===== config.mk =====
export PLATFORM = sky130hd
export DESIGN_NAME = hazard_forward_ctrl
export DESIGN_NICKNAME = d
export VERILOG_FILES = /design/src/rtl/hazard_forward_ctrl.sv
export SDC_FILE = /design/constraint.sdc
export NUM_CORES = 1
export LEC_CHECK = 0
export CORE_MARGIN = 1
export CORE_UTILIZATION = 47
export CTS_BUF_LIST = sky130_fd_sc_hd__clkbuf_4 sky130_fd_sc_hd__clkbuf_8 sky130_fd_sc_hd__clkbuf_16
export DETAILED_ROUTE_END_ITERATION = 8
export PLACE_DENSITY = 0.76
export SKIP_CTS_REPAIR_TIMING = 1
export SLEW_MARGIN = 20
export SYNTH_ARGS = -nofsm -noshare
export SYNTH_HDL_FRONTEND = slang
export SYNTH_SLANG_ARGS = --single-unit

===== constraint.sdc =====
create_clock -name CLK -period 2 [get_ports CLK]
set_clock_uncertainty 0.05 [all_clocks]
set_input_delay 0.3 -clock CLK [delete_from_list [all_inputs] [get_ports CLK]]
set_output_delay 0.3 -clock CLK [all_outputs]
set_load 0.01 [all_outputs]

===== src/rtl/hazard_forward_ctrl.sv =====
// hazard_forward_ctrl: load-use stall, branch flush, memory freeze and EX operand forwarding control
module hazard_forward_ctrl #(
    parameter int REG_BITS  = 5,
    parameter int CNT_WIDTH = 16
) (
    input  logic                 CLK,
    input  logic                 RESET,
    input  logic                 id_valid,
    input  logic [REG_BITS-1:0]  id_rs,
    input  logic [REG_BITS-1:0]  id_rt,
    input  logic                 id_uses_rs,
    input  logic                 id_uses_rt,
    input  logic [REG_BITS-1:0]  id_dst,
    input  logic                 id_reg_write,
    input  logic                 id_mem_read,
    input  logic                 branch_taken,
    input  logic                 mem_busy,
    output logic                 pc_write,
    output logic                 if_id_write,
    output logic                 if_id_flush,
    output logic                 id_ex_bubble,
    output logic [1:0]           fwd_a_sel,
    output logic [1:0]           fwd_b_sel,
    output logic [CNT_WIDTH-1:0] stall_cnt
);
    typedef struct packed {
        logic                valid;
        logic [REG_BITS-1:0] dst;
        logic                reg_write;
        logic                mem_read;
    } rec_t;

    rec_t                 ex_q, ex_d, mem_q, mem_d, wb_q, wb_d;
    logic [REG_BITS-1:0]  ex_rs_q, ex_rs_d, ex_rt_q, ex_rt_d;
    logic                 ex_uses_rs_q, ex_uses_rs_d, ex_uses_rt_q, ex_uses_rt_d;
    logic [CNT_WIDTH-1:0] cnt_q, cnt_d;
    logic                 load_use, flush, stall;

    function automatic logic writes(input rec_t r, input logic [REG_BITS-1:0] src);
        return r.valid & r.reg_write & (|r.dst) & (r.dst == src);
    endfunction

    function automatic logic [1:0] fwd_sel(input logic [REG_BITS-1:0] src, input logic uses,
                                           input logic ex_v, input rec_t m, input rec_t w);
        return !(ex_v & uses) ? 2'd0 : writes(m, src) ? 2'd2 : writes(w, src) ? 2'd1 : 2'd0;
    endfunction

    assign load_use = ex_q.valid & ex_q.mem_read & (|ex_q.dst) & id_valid &
                      ((id_uses_rs & (id_rs == ex_q.dst)) | (id_uses_rt & (id_rt == ex_q.dst)));
    assign flush = !mem_busy & branch_taken;
    assign stall = !mem_busy & !branch_taken & load_use;

    assign pc_write     = !RESET & !mem_busy & !stall;
    assign if_id_write  = !RESET & !mem_busy & !stall;
    assign if_id_flush  = RESET | flush;
    assign id_ex_bubble = RESET | flush | stall;
    assign fwd_a_sel    = RESET ? 2'd0 : fwd_sel(ex_rs_q, ex_uses_rs_q, ex_q.valid, mem_q, wb_q);
    assign fwd_b_sel    = RESET ? 2'd0 : fwd_sel(ex_rt_q, ex_uses_rt_q, ex_q.valid, mem_q, wb_q);
    assign stall_cnt    = cnt_q;

    always_comb begin
        ex_d         = ex_q;
        mem_d        = mem_q;
        wb_d         = wb_q;
        ex_rs_d      = ex_rs_q;
        ex_rt_d      = ex_rt_q;
        ex_uses_rs_d = ex_uses_rs_q;
        ex_uses_rt_d = ex_uses_rt_q;
        cnt_d        = cnt_q;
        if (!mem_busy) begin
            wb_d         = mem_q;
            mem_d        = ex_q;
            ex_d         = '{valid: id_valid & !(flush | stall), dst: id_dst,
                             reg_write: id_reg_write, mem_read: id_mem_read};
            ex_rs_d      = id_rs;
            ex_rt_d      = id_rt;
            ex_uses_rs_d = id_uses_rs;
            ex_uses_rt_d = id_uses_rt;
            cnt_d        = (stall & ~&cnt_q) ? cnt_q + CNT_WIDTH'(1) : cnt_q;
        end
    end

    always_ff @(posedge CLK) begin
        if (RESET) begin
            ex_q         <= '0;
            mem_q        <= '0;
            wb_q         <= '0;
            ex_rs_q      <= '0;
            ex_rt_q      <= '0;
            ex_uses_rs_q <= 1'b0;
            ex_uses_rt_q <= 1'b0;
            cnt_q        <= '0;
        end else begin
            ex_q         <= ex_d;
            mem_q        <= mem_d;
            wb_q         <= wb_d;
            ex_rs_q      <= ex_rs_d;
            ex_rt_q      <= ex_rt_d;
            ex_uses_rs_q <= ex_uses_rs_d;
            ex_uses_rt_q <= ex_uses_rt_d;
            cnt_q        <= cnt_d;
        end
    end
endmodule


* Yosys cells after proc, flatten, opt, wreduce, memory -nomap -nowiden
Cells that the tools add are included.
** Operators by class
- $add $sub $neg :: 1
- Reductions and logical operators :: 11
- Bitwise operators :: 28
- Equality and inequality tests :: 6
- Mux-type cells :: 8
** Operators with widths (count)
- == test 5 bit :: 6
- bitwise AND 1 bit :: 23
- adder 16 x 1 -> 16 bit (second input constant) :: 1
- AND reduction 16 bit :: 1
- OR reduction 5 bit :: 3
- two-way mux 2 bit :: 6
- zero test 1 bit :: 6
- OR 1 bit :: 4
- two-way mux 1 bit :: 2
- AND reduction 2 bit :: 1
- NOT 1 bit :: 1
** Word-level totals
- Output and inout bits :: 24
- Flip-flop bits (word level) :: 50
- Bits of input ports :: 24

* Longest topological paths before layout
- Depth in word-level cells :: 8
- Depth in mapped cells :: 7
- Mapped depth without buffers :: 6

* Worst setup path after synthesis
Ideal clock, no wire load.
- Path type :: reg2out
- Start point :: reg ex_q[3] (netlist name)
- End point :: out pc_write
- Required time :: 1.650 ns
- Path buffers :: 1
- Setup slack :: -0.099 ns
- Data arrival time :: 1.749 ns
- Cell stages (with the launch flop) :: 6
- Cells stage by stage :: dfxtp_1 -> nor4_1 -> a211oi_4 -> and2_1 -> nor3_1 -> buf_4
** Between the ends
- Word-level cells in the longest chain between the ends :: 7
** Ends and longest elaborated chain
- start, declared :: line 33 : rec_t ex_q, ex_d, mem_q, mem_d, wb_q, wb_d;
- start signal, assigned :: line 85 : ex_q <= '0;
- start signal, assigned :: line 94 : ex_q <= ex_d;
- == test 5 bit / OR reduction 5 bit (equally long branches) :: line 49, 48
- bitwise AND 1 bit (on tied branches) :: line 49, 48
- OR 1 bit / bitwise AND 1 bit (equally long branches) :: line 49, 48
- bitwise AND 1 bit (*) :: line 48 : assign load_use = ex_q.valid & ex_q.mem_read & (|ex_q.dst) & id_valid &
- bitwise AND 1 bit (*) :: line 51 : assign stall = !mem_busy & !branch_taken & load_use;
- zero test 1 bit (*)
- bitwise AND 1 bit (*)
- end, declared :: line 18 : output logic pc_write,
Every way passes the cells marked *; elsewhere a longest branch is shown, timed or not.

* Worst setup path after layout
- Start point :: reg mem_q[6] (netlist name)
- End point :: out fwd_a_sel[0]
** Between the ends
- Word-level cells in the longest chain between the ends :: 6
** Ends and longest elaborated chain
- start, declared :: line 33
- start signal, assigned :: line 95 : mem_q <= mem_d;
- OR reduction 5 bit :: line 40 : return r.valid & r.reg_write & (|r.dst) & (r.dst == src);
- bitwise AND 1 bit :: line 40
- bitwise AND 1 bit (*) :: line 40
- two-way mux 2 bit (*) (2 in a row) :: line 45 : return !(ex_v & uses) ? 2'd0 : writes(m, src) ? 2'd2 : writes(w, src) ? 2'd1 : 2'd0;
- two-way mux 2 bit (*) :: line 57 : assign fwd_a_sel = RESET ? 2'd0 : fwd_sel(ex_rs_q, ex_uses_rs_q, ex_q.valid, mem_q, wb_q);
- end, declared :: line 22 : output logic [1:0] fwd_a_sel,
Marked as above.

==> parameters.txt <==
Parameter                              Value

Run status
  Status    finished, violations left
  Failing checks    setup timing

Setup path
  Crit path launch    mem_q[6]$_SDFFE_PP0N_
  Startpoint type of the worst setup path    flip-flop
  Peak fanout along the critical path    2
  Buffers and inverters on the worst path    2
  Cell class contributing the biggest share of worst-path delay    simple AND/OR/NAND/NOR gates
  Setup CP Type    reg -> out
  Slowest library cell on the worst path    sky130_fd_sc_hd__or4_4
  Worst r2r src    ex_q[5]$_SDFFE_PP0N_
  Largest incremental delay on the critical path    0.53 ns
  Sequence of cells on the critical path    or4_4, o211ai_1, buf_4, nor4_4, nor4_2, buf_2
  Required time of the critical path    1.65 ns
  CP Data Arrival Time    2.10 ns
  Kind of capture point of the worst setup path    output pin

Global routing
  Number of global-route vias before repair    2,225
  Pin count of the biggest net entering global routing    54
  Remaining global-route overflow    0
  Wire length of the first global-routing pass    10.44 mm
  Initial antenna violation count    0
  Global-route usage over all layers    24.49%

Place
  Cell total after placement    425
  Number of port buffers    47
  Placed inst area    3361 um2
  Placed wire-length estimate after detailed placement    4.616 mm
  Final weighted congestion of routability-driven global placement    0.8516

Timing
  Fin crit share    122.4%
  Clock period minus worst slack    2.448 ns
  Total count of max-transition violations in the final report    0
  Number of failing hold endpoints at the final stage    0
  Count of final setup violators    5
  Slew @ Worst Pin    0.5791 ns
  RSZ-0062 raised after global routing    yes
  Fmax achieved    0.4084 GHz
  Worst max-slew margin expressed relative to the limit    61.39%
  Setup Total Neg Slack    -1.453 ns
  Final setup margin    -0.4483 ns

Floorplanning
  Std-Cell Core Area    5140 um2
  Die outline width    75.24 um
  Die Area    5661 um2
  Top-Level Pins    48
  DIE HEIGHT    75.24 um
  Starting density of the core    49.05%
  Num rows    26

CTS
  H-Tree Level Count    2
  Cts bufs inserted    5
  Sinks on the clock net    50
  Buffer levels on the longest clock path    2
  CTS tree    built
  Clock edge transition at the registers on the reported setup and hold paths    0.09 ns
  Clock network latency to the later pin of the worst-skew pair    0.30 ns
  Clock tree root buffer cell    sky130_fd_sc_hd__clkbuf_8

Drt
  DRC    0
  Via density per instance    5.525
  Drt first-iter violations    189
  Aggregate routed wire length    7.112 mm
  Count of vias placed by the detailed router    2,431
  Number of iterations in the first detailed-routing pass    7
  DR WL/cell    16.16 um
  Antenna Nets Post-Route    0

Hold path
  Classification of the worst-slack hold path    in -> reg
  Min-Delay Startpoint    id_rs[1]

Synthesis
  Fraction of synthesized cell area taken by the top area cell type    39.70%
  Post-synthesis area per instance    9.069 um2
  Cell types occupying the most area after synthesis    sky130_fd_sc_hd__dfxtp_1 (40%), sky130_fd_sc_hd__mux2i_1 (13%), sky130_fd_sc_hd__xnor2_1 (6.3%), sky130_fd_sc_hd__nor2_1 (5.2%), sky130_fd_sc_hd__xor2_1 (4.2%)
  Synthesized netlist cell count    278
  Syn. warnings    0
  Post-synthesis cell area    2521 um2
  Sequential share of the synthesized area    39.70%
  Post-synthesis sequential element count    50
  Synthesized net count    303
  Distinct cell type count after synthesis    35
  Cell type with the highest aggregate area in the netlist    sky130_fd_sc_hd__dfxtp_1

Power
  Worst ir drop on vdd    462.6 uV
  Power density over the cells    544.6 nW/um2
  Post-layout power    1.997 mW
  LEAKAGE    1.598 nW

Run
  Max-Cap Viols    0

Cells and area
  Fin cells    440
  Most common library cell in the layout ignoring fill and taps    sky130_fd_sc_hd__buf_4
  Core utilization of the finished layout    71.32%
  Commonest cells after routing, fill and taps aside    sky130_fd_sc_hd__buf_4 (50), sky130_fd_sc_hd__dfxtp_1 (44), sky130_fd_sc_hd__nor2_1 (35), sky130_fd_sc_hd__mux2i_1 (33), sky130_fd_sc_hd__clkdlybuf4s50_1 (27)
  Area growth from synthesis to layout    45.41%
  Antenna fix cells    0
  Final Cell Area    3666 um2
  Fraction of layout instances using a drive strength above 1    26.76%
  Layout net count    394
## cell usage after synthesis
library cell and number:
sky130_fd_sc_hd__or4_1 11, sky130_fd_sc_hd__and2_1 4, sky130_fd_sc_hd__xnor2_1 18, sky130_fd_sc_hd__o21ai_0 7, sky130_fd_sc_hd__dfxtp_1 50, sky130_fd_sc_hd__mux2i_1 33, sky130_fd_sc_hd__ha_1 1, sky130_fd_sc_hd__o211ai_1 2
sky130_fd_sc_hd__nor3_1 3, sky130_fd_sc_hd__mux2_2 1, sky130_fd_sc_hd__nand2_1 7, sky130_fd_sc_hd__a21o_1 1, sky130_fd_sc_hd__or2_2 1, sky130_fd_sc_hd__buf_6 1, sky130_fd_sc_hd__o21ba_2 1, sky130_fd_sc_hd__or3b_4 1
sky130_fd_sc_hd__a211oi_4 1, sky130_fd_sc_hd__nand4_1 11, sky130_fd_sc_hd__o22ai_1 1, sky130_fd_sc_hd__nand3_1 9, sky130_fd_sc_hd__a21oi_1 18, sky130_fd_sc_hd__clkbuf_1 13, sky130_fd_sc_hd__and4_1 4, sky130_fd_sc_hd__nor2b_1 3
sky130_fd_sc_hd__nor4_1 4, sky130_fd_sc_hd__buf_2 1, sky130_fd_sc_hd__xor2_1 12, sky130_fd_sc_hd__nand2_4 1, sky130_fd_sc_hd__o31ai_1 8, sky130_fd_sc_hd__and3_1 5, sky130_fd_sc_hd__buf_4 1, sky130_fd_sc_hd__or3_1 6
sky130_fd_sc_hd__inv_1 2, sky130_fd_sc_hd__o22a_1 1, sky130_fd_sc_hd__nor2_1 35
## worst paths after layout
check                                             endpoint  slack (ns)  cells past startpoint
worst max-delay path                          fwd_a_sel[0]       -0.45                      6
worst min-delay path               ex_rs_q[1]$_SDFFE_PP0N_        0.26                      3
worst max register to register  stall_cnt[11]$_SDFFE_PP0P_        0.01                      8
worst min register to register   stall_cnt[5]$_SDFFE_PP0P_        0.45                      2
## registers in the layout (all words and copies together) (netlist names)
| register | count |
|---|---|
| ex_q | 8 |
| ex_rs_q | 5 |
| ex_rt_q | 5 |
| ex_uses_rs_q | 1 |
| ex_uses_rt_q | 1 |
| mem_q | 7 |
| stall_cnt | 16 |
| wb_q | 7 |
## per-layer routing
| metal | global-route usage, % | wire length, um | share of wire (%) |
|---|---|---|---|
| met5 | 0 | 0 | 0 |
| met4 | 4.938 | 116 | 1.6 |
| met3 | 4.418 | 374 | 5.3 |
| met2 | 39.14 | 3414 | 48 |
| met1 | 34.76 | 3206 | 45 |
## cell families (layout without fill, tap and decap cells)
kind of cell    after synthesis  count (layout)  synth area share (%)
flops                        50              50                 39.70
simple gates                105             105                 22.63
mux                          34              34                 13.55
fa+ha+maj                     1               1                0.4962
compound gates               40              40                 10.03
xor+xnor                     30              30                 10.42
buf+inv                      18             110                 3.176
## worst register-to-register path, cell delays in order, from the launching register on
cell and delay (ns):
sky130_fd_sc_hd__dfxtp_4 0.38, sky130_fd_sc_hd__buf_4 0.13, sky130_fd_sc_hd__nor4_4 0.04, sky130_fd_sc_hd__buf_4 0.15, sky130_fd_sc_hd__a211oi_4 0.25, sky130_fd_sc_hd__buf_6 0.18
sky130_fd_sc_hd__nand2_8 0.09, sky130_fd_sc_hd__or4_1 0.49, sky130_fd_sc_hd__a21oi_1 0.18
## layout make-up
| type | count | area [um2] |
|---|---|---|
| clock buffer | 6 | 82.58 |
| clock inverter | 2 | 12.51 |
| fill | 397 | 1474 |
| inverter | 2 | 7.507 |
| multi-input combinational | 210 | 1569 |
| sequential | 50 | 1016 |
| tap | 70 | 87.58 |
| timing repair buffer | 100 | 890.9 |
## through the flow
step	hold WS (ns)	worst slack, ns
2_1_floorplan	0.3939	0.03533
3_3_place_gp	0.4268	-0.4804
3_5_place_dp	0.4379	-0.5275
6_report	0.2588	-0.4483
4_1_cts	0.4498	-0.9022
5_1_grt	0.2716	-0.5021
## where the power goes
group	internal, mW	switching, mW
registers	1.02	0.0316
logic	0.178	0.148
clock network	0.279	0.336
total	1.48	0.515
(Power assumes the default switching activity.)
